===== src/rtl/prog_loader_pkg.sv =====
// prog_loader_pkg: FSM state encoding and instruction data width shared by the loader
package prog_loader_pkg;
  localparam int DATA_W = 32;
  typedef enum logic [1:0] {IDLE = 2'd0, LOAD = 2'd1, HOLD = 2'd2, RUN = 2'd3} state_t;
endpackage


===== src/rtl/prog_loader.sv =====
// prog_loader: streams an instruction image into external memory, then releases core reset
//   in_valid/in_data/in_last/in_ready : upstream word stream (ready only while loading)
//   mem_we/mem_addr/mem_wdata         : instruction-memory write port, driven in the handshake cycle
//   core_rst (active-low), done       : core released and loader finished, both only in RUN
//   overflow                          : sticky, image ran past the last memory word
//   checksum                          : modulo-2^32 sum of written words, only with PROG_LOADER_CHECKSUM_EN
module prog_loader
  import prog_loader_pkg::*;
#(
  parameter int ADDR_W      = 8,
  parameter int HOLD_CYCLES = 4
) (
  input  logic              clk,
  input  logic              rst,
  input  logic              in_valid,
  input  logic [DATA_W-1:0] in_data,
  input  logic              in_last,
  output logic              in_ready,
  output logic              mem_we,
  output logic [ADDR_W-1:0] mem_addr,
  output logic [DATA_W-1:0] mem_wdata,
  output logic              core_rst,
  output logic              done,
  output logic              overflow
`ifdef PROG_LOADER_CHECKSUM_EN
  ,
  output logic [DATA_W-1:0] checksum
`endif
);
  localparam logic [ADDR_W-1:0] LAST_ADDR = '1;
  localparam logic [7:0]        HOLD_LAST = 8'(HOLD_CYCLES - 1);
  state_t            state, state_n;
  logic [ADDR_W-1:0] wptr;
  logic [7:0]        hold_cnt;
  logic              hs, at_end;
  // Outputs are masked by rst so they read as reset values during the rst cycle itself.
  assign in_ready  = !rst && state == LOAD;
  assign hs        = in_valid && in_ready;
  assign at_end    = wptr == LAST_ADDR;
  assign mem_we    = hs;
  assign mem_addr  = wptr;
  assign mem_wdata = in_data;
  assign core_rst  = !rst && state == RUN;
  assign done      = core_rst;
  always_comb begin
    state_n = state;
    state_n = state == IDLE ? LOAD :
              state == LOAD ? (hs && (in_last || at_end) ? HOLD : LOAD) :
              state == HOLD ? (hold_cnt == HOLD_LAST ? RUN : HOLD) : RUN;
  end
  always_ff @(posedge clk)
    state <= rst ? IDLE : state_n;
  // wptr saturates at the last word; a further word there ends the load as an overflow.
  always_ff @(posedge clk) begin
    if (rst) begin
      wptr     <= '0;
      hold_cnt <= '0;
      overflow <= 1'b0;
    end else begin
      if (hs && !at_end) wptr <= wptr + 1'b1;
      if (hs && at_end && !in_last) overflow <= 1'b1;
      if (state == HOLD) hold_cnt <= hold_cnt + 8'd1;
    end
  end
`ifdef PROG_LOADER_CHECKSUM_EN
  always_ff @(posedge clk)
    checksum <= rst ? '0 : hs ? checksum + in_data : checksum;
`endif
endmodule


===== config.mk =====
export PLATFORM = sky130hd
export DESIGN_NAME = prog_loader
export DESIGN_NICKNAME = d
export VERILOG_FILES = /design/src/rtl/prog_loader_pkg.sv /design/src/rtl/prog_loader.sv
export SDC_FILE = /design/constraint.sdc
export NUM_CORES = 1
export LEC_CHECK = 0
export ABC_AREA = 1
export ABC_CLOCK_PERIOD_IN_PS = 1400
export CORE_MARGIN = 2
export CORE_UTILIZATION = 37
export CTS_BUF_LIST = sky130_fd_sc_hd__clkbuf_8
export DETAILED_ROUTE_END_ITERATION = 12
export PLACE_DENSITY = 0.81
export SLEW_MARGIN = 20
export SYNTH_ARGS = -nofsm -noshare
export SYNTH_HDL_FRONTEND = slang
export SYNTH_SLANG_ARGS = --single-unit

===== constraint.sdc =====
create_clock -name clk -period 1.4 [get_ports clk]
set_input_delay 0.35 -clock clk [delete_from_list [all_inputs] [get_ports clk]]
set_output_delay 0.35 -clock clk [all_outputs]
set_load 0.02 [all_outputs]

# After elaboration in Yosys (flattened, before gate mapping)
# Index checks and enable logic that the tools add are counted.
# word_totals
ff_bits	19
out_inout_bits	45
# classes
addsub	2
n_eq_ne	5
muxes	5
n_reduce_logical	13
# ops
op	count
8-bit by 1-bit adder with 8-bit output (second input constant)	2
8-bit by 2-bit == test with 1-bit output (second input constant)	1
8-bit == test (second input constant)	1
1-bit logical AND	7
2-bit == test (second input constant)	2
2-bit 2-to-1 mux	2
1-bit logical NOT	3
1-bit 2-to-1 mux	3
2-bit by 1-bit == test with 1-bit output (second input constant)	1
2-bit logical NOT	1
2-bit OR reduction	1
1-bit logical OR	1

# Logic depth before layout (Yosys ltp)
# depth
ltp_word	7
ltp_mapped	8
mapped_depth_nobuf	8

# Worst setup path after synthesis
# OpenSTA, ideal clock, no wires.
# synth_path
kind	input -> output
start	in rst
end	out done
t_arrival_ns	1.091
required_ns	1.050
path_slack_ns	-0.041
path_stages	3
path_buffers	2
path_cell_list	clkbuf_1 > nor2_1 > buf_4
# synth_via
elab_chain_len	2
# synth_rtl
element	line	text
from (decl)	prog_loader.sv:14	input logic rst,
1-bit logical NOT	prog_loader.sv:43	assign core_rst = !rst && state == RUN;
1-bit logical AND	prog_loader.sv:43	
to (decl)	prog_loader.sv:23	output logic done,
# Every way passes these cells.

# Worst setup path in the final report
# layout_path
start	reg wptr[0], in the netlist mem_addr[0]
end	out mem_addr[0]
# layout_lines
element	line	text
from (decl)	prog_loader.sv:33	logic [ADDR_W-1:0] wptr;
from (signal assigned)	prog_loader.sv:60	if (hs && !at_end) wptr <= wptr + 1'b1;
to (decl)	prog_loader.sv:20	output logic [ADDR_W-1:0] mem_addr,
# No word-level cell between the ends.

==> impl_metrics.env <==
export IMPL_cts_buffer_depth=2
export IMPL_grt_usage=0.120
export IMPL_grt_max_degree=11
export IMPL_crit_cells=1
export IMPL_die_y_um=62.4
export IMPL_drv_cap=0
export IMPL_gp_congestion=0.931
export IMPL_finalNonFillerCells=231
export IMPL_crit_buf_inv=1
export IMPL_yosysTopAreaCellShare=0.302
export IMPL_worst_slew_pin_slew_ns=0.261
export IMPL_ys_seq_elements=19
export IMPL_ctsHoldBuffers=0
export IMPL_grt_overflow_total=0
export IMPL_root_buffer="clkbuf_8"
export IMPL_ys_warn_count=0
export IMPL_critPathTopFamily="flip-flops"
export IMPL_cp_max_fo=5
export IMPL_required_ns=1.05
export IMPL_post_route_min_period_ns=1.36
export IMPL_reg2reg_to="mem_addr[1]$_SDFFE_PP0P_"
export IMPL_wire_per_inst_um=9.53
export IMPL_rows=21
export IMPL_syn_num_nets=223
export IMPL_placed_cells=227
export IMPL_clk_latency_ns=0.25
export IMPL_relSlewSlack=0.826
export IMPL_arrival_ns=1.01
export IMPL_outcome="finished clean"
export IMPL_p_leak_nw=0.598
export IMPL_synth_top_area_cell="dfxtp_1"
export IMPL_core_area_mm2=0.00331
export IMPL_clock_fmax_mhz=734
export IMPL_finalCritPeriodShare=0.973
export IMPL_fill_cells=362
export IMPL_reg2reg_slack_ns=0.13
export IMPL_yosys_cell_types_count=23
export IMPL_cts_sinks=19
export IMPL_num_vias=1019
export IMPL_drt_total_wl_mm=2.20
export IMPL_cts_tree="yes"
export IMPL_post_place_ws_ns=-0.727
export IMPL_ys_seq_area_frac=0.302
export IMPL_holdPathEnd="overflow$_SDFFE_PP0P_"
export IMPL_grt_setup_unrepaired="true"
export IMPL_yosys_top_cells_area="dfxtp_1 (30%), buf_4 (20%), nand2_1 (13%)"
export IMPL_crit_type="reg -> out"
export IMPL_max_stage_delay_ns=0.40
export IMPL_post_route_drc_count=0
export IMPL_ant_nets=0
export IMPL_p_total_w=0.00104
export IMPL_grt_pass1_vias=1020
export IMPL_n_antenna_cell=0
export IMPL_hold_path_startpoint="overflow$_SDFFE_PP0P_"
export IMPL_start_util=0.381
export IMPL_hp_class="reg -> reg"
export IMPL_clk_pin_slew_ns=0.07
export IMPL_fin_util=0.413
export IMPL_fp_dieW_um=62.4
export IMPL_area_delta_synth_final_pct=8.54
export IMPL_io_buffer_count=16
export IMPL_hold_violations=0
export IMPL_dp_hpwl_mm=1.70
export IMPL_crit_chain="dlygate4sd2_1"
export IMPL_drt_vias_per_instance=4.41
export IMPL_rr_startpoint="mem_addr[0]$_SDFFE_PP0P_"
export IMPL_ir_worst_vdd_v=0.000372
export IMPL_dieArea_mm2=0.00389
export IMPL_grt_pass1_wl_mm=3.93
export IMPL_setup_viol=0
export IMPL_ios=81
export IMPL_cp_slowest_cell="dfxtp_1"
export IMPL_reg2regPathDepth=7
export IMPL_synth_area_mm2=0.00126
export IMPL_worst_slack_ns=0.0384
export IMPL_maxSlewViolCount=0
export IMPL_syn_area_per_cell_um2=6.81
export IMPL_fin_nets=224
export IMPL_dr_pass1_iters=4
export IMPL_powerDensity_mw_per_mm2=760
export IMPL_antenna_found_initial=0
export IMPL_cts_buffers=3
export IMPL_postSynthCellCount=185
export IMPL_fin_skew_ns=0.00281
export IMPL_drt_iter0_markers=67
export IMPL_critPathLaunchType="register"
export IMPL_drive_above_1_share=0.222
export IMPL_hold_depth=2
export IMPL_crit_start="mem_addr[0]$_SDFFE_PP0P_"
export IMPL_h_tree_depth=1
export IMPL_worstSetupEndpointType="output pin"
-- state kept, by name, summed over array words and instances (netlist names) --
name / cells
state: 2
mem_addr: 8
hold_cnt: 8
overflow: 1
-- cell type report --
type,instances,area [µm²],area share
Multi-Input combinational cell,114,573,0.419
Sequential cell,19,384,0.281
Timing Repair Buffer,30,240,0.176
Inverter,18,67.6,0.0494
Tap cell,46,57.6,0.0421
Clock buffer,3,41.3,0.0302
Clock inverter,1,3.75,0.00274
-- cell usage after synthesis --
library cell	number
a21oi_1	11
ha_1	2
o21ai_1	3
xnor2_1	1
nand2_4	1
o21ai_0	4
nor3_4	1
nand2_2	4
xor2_1	2
nor2_2	5
buf_4	33
nor2_4	1
inv_2	1
nand3_1	9
inv_1	16
a41oi_1	1
nand2_1	43
nand4_1	2
dfxtp_1	19
clkbuf_1	1
nand3_2	1
nor2_1	23
clkinv_1	1
-- kinds of logic (layout without fill, tap and decap cells) --
family | after synthesis | count (layout) | synth area share
adder cells (fa/ha/maj) | 2 | 2 | 0.0199
flip-flops | 19 | 19 | 0.302
XOR/XNOR | 3 | 3 | 0.0209
buffers and inverters | 52 | 52 | 0.253
AO/OA/AOI/OAI | 19 | 19 | 0.0784
AND/OR/NAND/NOR | 90 | 90 | 0.326
-- cells in the final DEF (no fill, tap or decap), drive strengths merged, types with 3 or more instances in the layout --
cell type	n
nand2	48
nor2	29
nand3	10
dfxtp	19
inv	18
dlygate4sd2	10
buf	18
clkbuf	3
o21ai	7
a21oi	11
-- how the worst max path moves through the flow --
stage | endpoint | slack, ns
2_1_floorplan | state[0]$_SDFF_PP0_ | 0.01
3_3_place_gp | mem_we | -0.72
3_5_place_dp | mem_we | -0.73
4_1_cts | mem_we | 0.0004
5_1_grt | mem_we | -0.01
6_report | mem_addr[0] | 0.04
-- stage by stage --
step	setup TNS [ns]	area (µm²)	hold WS (ns)
floorplan	0	1260	0.450
global placement	-5.94	1330	0.443
detailed placement	-6.28	1330	0.451
CTS	0	1360	0.459
global route	-0.0130	1370	0.464
finish	0	1370	0.456
-- power breakdown --
part / switching (W) / internal, W
logic: 0.0000614 / 0.0000470
registers: 0.0000105 / 0.000552
clock network: 0.000174 / 0.000195
-- per-layer routing --
layer / GRT usage / wire [µm] / vias up
met3: 0.0417 / 128 / 4
met1: 0.126 / 965 / 450
met5: 0 / 0 / -
met4: 0.0444 / 8 / 0
met2: 0.221 / 1100 / 21
li1: - / - / 544
-- timing repair --
item / 4_1_cts / 5_1_grt
resized for setup: 35 / 2
pin swaps: 1 / 1
setup buffers: 0 / 0
setup endpoints to repair: 15 / 6
Note: power is estimated with default switching activity, not from simulation.
